File: src/rtl/muldiv_pkg.sv
// muldiv_pkg -- shared definitions for the iterative multiply/divide unit.
//   - funct3 encodings of the RV M-extension operations
//   - FSM state enum used by muldiv_unit
//   - helpers deciding operand signedness from funct3
package muldiv_pkg;

  localparam logic [2:0] F3_MUL    = 3'b000;
  localparam logic [2:0] F3_MULH   = 3'b001;
  localparam logic [2:0] F3_MULHSU = 3'b010;
  localparam logic [2:0] F3_MULHU  = 3'b011;
  localparam logic [2:0] F3_DIV    = 3'b100;
  localparam logic [2:0] F3_DIVU   = 3'b101;
  localparam logic [2:0] F3_REM    = 3'b110;
  localparam logic [2:0] F3_REMU   = 3'b111;

  typedef enum logic [1:0] {
    IDLE = 2'd0,
    CALC = 2'd1,
    DONE = 2'd2
  } state_t;

  // rs1 is interpreted as two's complement for these operations.
  function automatic logic f3_a_signed(input logic [2:0] f3);
    logic s;
    case (f3)
      F3_MULH, F3_MULHSU, F3_DIV, F3_REM: s = 1'b1;
      default:                            s = 1'b0;
    endcase
    return s;
  endfunction

  // rs2 is interpreted as two's complement for these operations.
  function automatic logic f3_b_signed(input logic [2:0] f3);
    logic s;
    case (f3)
      F3_MULH, F3_DIV, F3_REM: s = 1'b1;
      default:                 s = 1'b0;
    endcase
    return s;
  endfunction

endpackage

File: src/rtl/muldiv_sign_fix.sv
// muldiv_sign_fix -- sign/magnitude front end and final negation.
//   i_funct3        : operation, selects which operands are signed
//   i_op_a, i_op_b  : raw operands
//   i_val, i_neg    : unsigned iteration result and whether to negate it
//   o_mag_a/o_mag_b : operand magnitudes fed to the iterative core
//   o_sign_a/o_sign_b : effective operand signs (0 for unsigned operands)
//   o_val           : i_val, two's-complement negated when i_neg is set
module muldiv_sign_fix
  import muldiv_pkg::*;
#(
  parameter int XLEN = 32
) (
  input  logic [2:0]        i_funct3,
  input  logic [XLEN-1:0]   i_op_a,
  input  logic [XLEN-1:0]   i_op_b,
  input  logic [2*XLEN-1:0] i_val,
  input  logic              i_neg,
  output logic [XLEN-1:0]   o_mag_a,
  output logic [XLEN-1:0]   o_mag_b,
  output logic              o_sign_a,
  output logic              o_sign_b,
  output logic [2*XLEN-1:0] o_val
);

  // Operand magnitudes; the most-negative value maps to itself, which is
  // the correct unsigned magnitude.
  always_comb begin
    o_sign_a = f3_a_signed(i_funct3) & i_op_a[XLEN-1];
    o_sign_b = f3_b_signed(i_funct3) & i_op_b[XLEN-1];
    if (o_sign_a) begin
      o_mag_a = -i_op_a;
    end else begin
      o_mag_a = i_op_a;
    end
    if (o_sign_b) begin
      o_mag_b = -i_op_b;
    end else begin
      o_mag_b = i_op_b;
    end
  end

  // Final result sign correction.
  always_comb begin
    if (i_neg) begin
      o_val = -i_val;
    end else begin
      o_val = i_val;
    end
  end

endmodule

File: src/rtl/muldiv_unit.sv
// muldiv_unit -- iterative RV M-extension multiply/divide, one bit per cycle.
//   clk, rst (sync, active-high)
//   in_valid/in_ready, funct3, op_a, op_b : request handshake and operands
//   out_valid/out_ready, result, illegal  : response handshake and data
// Build option: define MULDIV_DIV_EN to include the divider. Without it,
// funct3[2]=1 requests complete at once with result=0 and illegal=1.
module muldiv_unit
  import muldiv_pkg::*;
#(
  parameter int XLEN = 32
) (
  input  logic            clk,
  input  logic            rst,
  input  logic            in_valid,
  output logic            in_ready,
  input  logic [2:0]      funct3,
  input  logic [XLEN-1:0] op_a,
  input  logic [XLEN-1:0] op_b,
  output logic            out_valid,
  input  logic            out_ready,
  output logic [XLEN-1:0] result,
  output logic            illegal
);

  localparam int CW = $clog2(XLEN) + 1;
  localparam logic [CW-1:0] LAST_CNT = CW'(XLEN - 1);
`ifdef MULDIV_DIV_EN
  localparam logic [XLEN-1:0] MOST_NEG = {1'b1, {(XLEN-1){1'b0}}};
`endif

  state_t          r_state;
  logic [CW-1:0]   r_cnt;
  logic [2:0]      r_funct3;
  logic [XLEN-1:0] r_op_a;
  logic [XLEN-1:0] r_op_b;
  logic [XLEN-1:0] r_hi;   // product high half / partial remainder
  logic [XLEN-1:0] r_lo;   // multiplier / dividend shifting into quotient
  logic            r_in_ready;
  logic            r_out_valid;
  logic [XLEN-1:0] r_result;
  logic            r_illegal;

  logic [2:0]        w_sf_f3;
  logic [XLEN-1:0]   w_sf_a;
  logic [XLEN-1:0]   w_sf_b;
  logic [XLEN-1:0]   w_mag_a;
  logic [XLEN-1:0]   w_mag_b;
  logic              w_sign_a;
  logic              w_sign_b;
  logic [2*XLEN-1:0] w_fix_in;
  logic              w_fix_neg;
  logic [2*XLEN-1:0] w_fix_out;
  logic [XLEN:0]     w_add;
  logic [XLEN-1:0]   w_mul_hi_n;
  logic [XLEN-1:0]   w_mul_lo_n;
  logic [XLEN-1:0]   w_hi_n;
  logic [XLEN-1:0]   w_lo_n;
  logic [XLEN-1:0]   w_res_final;

  // In IDLE the sign unit looks at the live request so the first shift
  // register load is already a magnitude; afterwards it uses the latched copy.
  always_comb begin
    if (r_state == IDLE) begin
      w_sf_f3 = funct3;
      w_sf_a  = op_a;
      w_sf_b  = op_b;
    end else begin
      w_sf_f3 = r_funct3;
      w_sf_a  = r_op_a;
      w_sf_b  = r_op_b;
    end
  end

  muldiv_sign_fix #(.XLEN(XLEN)) u_sign_fix (
    .i_funct3 (w_sf_f3),
    .i_op_a   (w_sf_a),
    .i_op_b   (w_sf_b),
    .i_val    (w_fix_in),
    .i_neg    (w_fix_neg),
    .o_mag_a  (w_mag_a),
    .o_mag_b  (w_mag_b),
    .o_sign_a (w_sign_a),
    .o_sign_b (w_sign_b),
    .o_val    (w_fix_out)
  );

  // Shift-add step: conditionally add multiplicand, then shift {hi,lo} right.
  always_comb begin
    if (r_lo[0]) begin
      w_add = {1'b0, r_hi} + {1'b0, w_mag_a};
    end else begin
      w_add = {1'b0, r_hi};
    end
    w_mul_hi_n = w_add[XLEN:1];
    w_mul_lo_n = {w_add[0], r_lo[XLEN-1:1]};
  end

`ifdef MULDIV_DIV_EN
  logic [XLEN:0]   w_shift;
  logic [XLEN-1:0] w_diff;
  logic [XLEN-1:0] w_div_hi_n;
  logic [XLEN-1:0] w_div_lo_n;

  // Restoring step: shift in next dividend bit, subtract divisor if it fits.
  // The kept difference is always below the divisor, so XLEN bits suffice.
  always_comb begin
    w_shift = {r_hi, r_lo[XLEN-1]};
    w_diff  = w_shift[XLEN-1:0] - w_mag_b;
    if (w_shift >= {1'b0, w_mag_b}) begin
      w_div_hi_n = w_diff;
      w_div_lo_n = {r_lo[XLEN-2:0], 1'b1};
    end else begin
      w_div_hi_n = w_shift[XLEN-1:0];
      w_div_lo_n = {r_lo[XLEN-2:0], 1'b0};
    end
  end
`endif

  // Select next shift-register contents and the value/sign for final fix-up.
  always_comb begin
    w_hi_n    = w_mul_hi_n;
    w_lo_n    = w_mul_lo_n;
    w_fix_in  = {w_mul_hi_n, w_mul_lo_n};
    w_fix_neg = w_sign_a ^ w_sign_b;
`ifdef MULDIV_DIV_EN
    if (r_funct3[2]) begin
      w_hi_n = w_div_hi_n;
      w_lo_n = w_div_lo_n;
      if (r_funct3[1]) begin
        // remainder takes the dividend's sign
        w_fix_in  = {{XLEN{1'b0}}, w_div_hi_n};
        w_fix_neg = w_sign_a;
      end else begin
        w_fix_in  = {{XLEN{1'b0}}, w_div_lo_n};
        w_fix_neg = w_sign_a ^ w_sign_b;
      end
    end else begin
      w_hi_n = w_mul_hi_n;
      w_lo_n = w_mul_lo_n;
    end
`endif
  end

  // MUL and divide results live in the low half, MULH* in the high half.
  always_comb begin
    if ((r_funct3 == F3_MUL) || r_funct3[2]) begin
      w_res_final = w_fix_out[XLEN-1:0];
    end else begin
      w_res_final = w_fix_out[2*XLEN-1:XLEN];
    end
  end

  // Control FSM with registered handshake and result outputs.
  always_ff @(posedge clk) begin
    if (rst) begin
      r_state     <= IDLE;
      r_cnt       <= '0;
      r_funct3    <= F3_MUL;
      r_op_a      <= '0;
      r_op_b      <= '0;
      r_hi        <= '0;
      r_lo        <= '0;
      r_in_ready  <= 1'b1;
      r_out_valid <= 1'b0;
      r_result    <= '0;
      r_illegal   <= 1'b0;
    end else begin
      case (r_state)
        IDLE: begin
          if (in_valid) begin
            r_funct3   <= funct3;
            r_op_a     <= op_a;
            r_op_b     <= op_b;
            r_cnt      <= '0;
            r_hi       <= '0;
            r_in_ready <= 1'b0;
`ifdef MULDIV_DIV_EN
            if (funct3[2] && (op_b == '0)) begin
              r_state     <= DONE;
              r_out_valid <= 1'b1;
              r_result    <= funct3[1] ? op_a : {XLEN{1'b1}};
            end else if (((funct3 == F3_DIV) || (funct3 == F3_REM)) &&
                         (op_a == MOST_NEG) && (op_b == {XLEN{1'b1}})) begin
              // signed overflow: quotient saturates to op_a, remainder 0
              r_state     <= DONE;
              r_out_valid <= 1'b1;
              r_result    <= funct3[1] ? {XLEN{1'b0}} : op_a;
            end else begin
              r_state <= CALC;
              r_lo    <= funct3[2] ? w_mag_a : w_mag_b;
            end
            r_illegal <= 1'b0;
`else
            if (funct3[2]) begin
              r_state     <= DONE;
              r_out_valid <= 1'b1;
              r_result    <= '0;
              r_illegal   <= 1'b1;
            end else begin
              r_state <= CALC;
              r_lo    <= w_mag_b;
            end
`endif
          end else begin
            r_in_ready <= 1'b1;
          end
        end
        CALC: begin
          r_hi  <= w_hi_n;
          r_lo  <= w_lo_n;
          // runs 0..XLEN, so CW bits never wrap
          r_cnt <= r_cnt + CW'(1);
          if (r_cnt == LAST_CNT) begin
            r_state     <= DONE;
            r_out_valid <= 1'b1;
            r_result    <= w_res_final;
          end else begin
            r_out_valid <= 1'b0;
          end
        end
        DONE: begin
          if (out_ready) begin
            r_state     <= IDLE;
            r_cnt       <= '0;
            r_in_ready  <= 1'b1;
            r_out_valid <= 1'b0;
            r_result    <= '0;
            r_illegal   <= 1'b0;
          end else begin
            r_out_valid <= 1'b1;
          end
        end
        default: begin
          r_state     <= IDLE;
          r_cnt       <= '0;
          r_in_ready  <= 1'b1;
          r_out_valid <= 1'b0;
          r_result    <= '0;
          r_illegal   <= 1'b0;
        end
      endcase
    end
  end

  assign in_ready  = r_in_ready;
  assign out_valid = r_out_valid;
  assign result    = r_result;
  assign illegal   = r_illegal;

endmodule

File: config.mk
export PLATFORM = sky130hd
export DESIGN_NAME = muldiv_unit
export DESIGN_NICKNAME = d
export VERILOG_FILES = /design/src/rtl/muldiv_pkg.sv /design/src/rtl/muldiv_sign_fix.sv /design/src/rtl/muldiv_unit.sv
export SDC_FILE = /design/constraint.sdc
export NUM_CORES = 1
export LEC_CHECK = 0
export BUFFER_PORTS_ARGS = -buffer_cell sky130_fd_sc_hd__buf_4
export CAP_MARGIN = 20
export CORE_ASPECT_RATIO = 0.8
export CORE_MARGIN = 5
export CORE_UTILIZATION = 40
export DETAILED_ROUTE_END_ITERATION = 10
export HOLD_SLACK_MARGIN = 0.02
export MAX_ROUTING_LAYER = met4
export PLACE_DENSITY = 0.65
export SETUP_SLACK_MARGIN = 0.15
export SKIP_CTS_REPAIR_TIMING = 1
export SYNTH_ARGS = -nofsm -noshare
export SYNTH_HDL_FRONTEND = slang
export SYNTH_SLANG_ARGS = --single-unit
File: constraint.sdc
create_clock -name clk -period 6.4 [get_ports clk]
set_input_delay 1.28 -clock clk [delete_from_list [all_inputs] [get_ports clk]]
set_output_delay 1.28 -clock clk [all_outputs]
set_load 0.01 [all_outputs]
==> results.md <==
- CTS max path bufs: 2
- Max Used Layer: met4
- Global-route wire length before repair: 68140 um
- Pre-CTS WS: -0.1239 ns
- Met1 WL: ~22000 um
- Ys async rst share: 0%
- Setup TNS: 0 ns
- Post-synth EDFFs: 0
- Power, Total: 5.079 mW
- CTS Root Cell: clkbuf_16
- CTS H-tree lvls: 4
- Initial antenna violation count: 0
- Clock sink total: about 170
- Post-DRT Antenna Nets: 0
- Synth-to-Final Area Change: 17.28%
- Tmin final: between 5 and 6 ns
- Warnings from Yosys: 0
- Inst Count DP: 2270
- Cells after Synth: 1764
- Relative slew slack: ~29%
- RSZ-0062 raised after global routing: false
- Worst-Skew Late Latency: ~0.46 ns
- Crit Path Class: in -> reg
- Clock Skew: 0.01773 ns
- Final setup vio count: 0
- Number of I/O pins: 106
- WL met3: about 3400 um
- Initial drt markers: 1159
- Register area share after synthesis: 26.84%
- Largest net degree at the start of global routing: around 100
- # diodes: 0
- CP max FO: 5
- Distinct cells, synth: approximately 90
- Avg WL per Cell: about 19 um
- Synthesized cell area: between 10000 and 15000 um2
- VDD IR max: roughly 170 uV
- Via-per-instance ratio: 5.708
- GRT Total Usage: roughly a quarter
- Post-Route WL: ~43000 um
- CTS buffer count: 17
- Run status: complete, no violations
- Fillers: approximately 3200
- Vias in the first global route: approximately 12000
- Most common cell after layout, fill and taps aside: nand2_1
- Period utilisation layout: a little over 90%
- Layout cells sized above 1: between 10% and 20%
- Chip Width: about 210 um
- NumNets Final: roughly 2000
- DIE AREA: between 30000 and 40000 um2
- Lkg Pwr: just over 6 nW
- Die Y: 171.1 um
- Setup WS post-layout: 0.4131 ns
- Post-DP HPWL: approximately 33000 um
- Worst Hold Slack: ~0.46 ns
- Port buffer count: about 110
- Mapped Avg Cell Area: between 7 and 8 um2
- Final hold violation count: 0
- Hold Crit Class: reg -> reg
- #FFs+latches synth: approximately 170
- Worst setup EP type: flip-flop
- Pre-antenna DRT Iters: 5
- Most used DFF post-synth: dfxtp_1
- Worst setup SP type: input pin
- Max Slew Vio Count: 0
- Syn_nets: 1876
- Starting density of the core: 40.22%
- Final Non-Filler Cells: 2304
- Core Region: between 30000 and 40000 um2
- GR Overflow Total: 0
- Vias: roughly 13000
- Fmax: ~170 MHz
- Clk slew on worst S/H paths: about 0.070 ns
- CTS tree: done
- WL met2: between 15000 and 20000 um
- Commonest cells after routing, fill and taps aside: nand2_1 (306), buf_4 (200), dfxtp_1 (173)
- Critical Path RT: 6.72 ns
- Power per cell area: 333.7 nW/um2
- Least-Margin Pin Slew: ~1.1 ns
- Row cnt: 59
- RD Place Congestion: between 0.9 and 1
- Max-Cap Viols: 0
- Crit path arrival time: about 6.3 ns
- DRC Markers: 0
report_power, final:
group	internal [mW]	switching [mW]	total [mW]
registers	1.20	0.149	1.35
logic	1.06	1.65	2.71
clock network	0.511	0.515	1.03
total	2.77	2.31	5.08
metrics by stage:
stage          cell area [um2]  util [%]
3_3_place_gp             14550     45.10
2_1_floorplan            12980         -
3_5_place_dp             14560     45.12
6_report                 15220     47.17
4_1_cts                  15100     46.82
5_1_grt                  15220     47.17
flip-flops by register name, indices dropped and copies added (netlist names), 2 cells and up:
| name | flops |
|---|---|
| r_hi | 32 |
| r_state | 2 |
| r_op_b | 32 |
| r_funct3 | 3 |
| result | 32 |
| r_op_a | 32 |
| r_cnt | 6 |
| r_lo | 32 |
cells in the mapped netlist (all sizes together) (7+ instances only):
library cell | count | area, um2
nand2 | 309 | 1165
dfxtp | 174 | 3483
nor2 | 162 | 610.6
a21oi | 151 | 774.5
o21ai | 94 | 470.5
nor3 | 90 | 455.4
clkbuf | 86 | 322.8
mux2i | 72 | 733.2
xnor2 | 70 | 613.1
xor2 | 59 | 516.8
a31oi | 44 | 296.5
ha | 40 | 500.5
nand3 | 40 | 205.2
buf | 34 | 173.9
a311oi | 28 | 264.0
or3 | 24 | 155.1
inv | 21 | 78.83
o31ai | 17 | 127.6
a21o | 16 | 120.1
a22oi | 16 | 120.1
nor2b | 16 | 102.6
o21a | 16 | 120.1
nand2b | 14 | 87.58
and2 | 13 | 81.33
nand4 | 13 | 96.34
nor4 | 12 | 141.4
a32o | 11 | 110.1
and3 | 11 | 68.82
o211ai | 9 | 67.56
or2 | 8 | 50.05
o2111ai | 7 | 67.56
or4 | 7 | 56.30
cell type report:
class                      instances  area (um2)  share of cell area, %
multi-input combinational       1448        9010                  59.20
sequential                       174        3485                  22.90
tap                              427       534.3                  3.511
timing repair buffer             202        1556                  10.23
clock buffer                      17       425.4                  2.795
inverter                          22       83.83                 0.5509
clock inverter                    14       123.9                 0.8139
routing by layer:
| metal | up-vias | global-route usage (%) |
|---|---|---|
| li1 | 6527 | - |
| met1 | 6157 | 37.43 |
| met2 | 428 | 31.19 |
| met3 | 39 | 5.591 |
| met4 | 0 | 4.731 |
| met5 | - | - |
kinds of logic (layout without fill, tap and decap cells):
group / count (synthesis) / count (layout) / synth area share [%]
DFF: 174 / 174 / 26.84
adders and majority gates: 41 / 41 / 4.011
buffers and inverters: 142 / 255 / 4.474
AOI/OAI and AO/OA: 469 / 469 / 23.84
xor gates and xnor gates: 129 / 129 / 8.707
and+or+nand+nor: 733 / 733 / 26.13
muxes: 76 / 76 / 5.997
worst paths after layout:
| check | start | end | slack, ns | depth (start not counted) |
|---|---|---|---|---|
| hold reg to reg | r_op_a[27] | r_op_a[27] | 0.46 | 2 |
| hold / removal | r_op_a[27] | r_op_a[27] | 0.46 | 2 |
| setup / recovery | op_a[0] | result[29] | 0.41 | 24 |
| setup reg to reg | r_state[1] | result[27] | 0.58 | 21 |
worst max-delay path, stage by stage:
cell      delay [ns]
buf_4           0.12
or3_1           0.40
a221oi_2        0.33
o21a_1          0.23
o221ai_2        0.12
or3_1           0.42
nor2_1          0.16
o21a_1          0.21
buf_4           0.14
a31oi_2         0.11
buf_4           0.17
xnor2_1         0.27
ha_1            0.35
and2_1          0.19
nand3_1         0.10
o21ai_0         0.15
a41oi_1         0.29
xor2_1          0.23
a31o_2          0.21
nand2_1         0.07
buf_4           0.15
o41ai_2         0.36
xnor2_1         0.16
o21ai_1         0.07
Note: power is estimated with default switching activity, not from simulation.
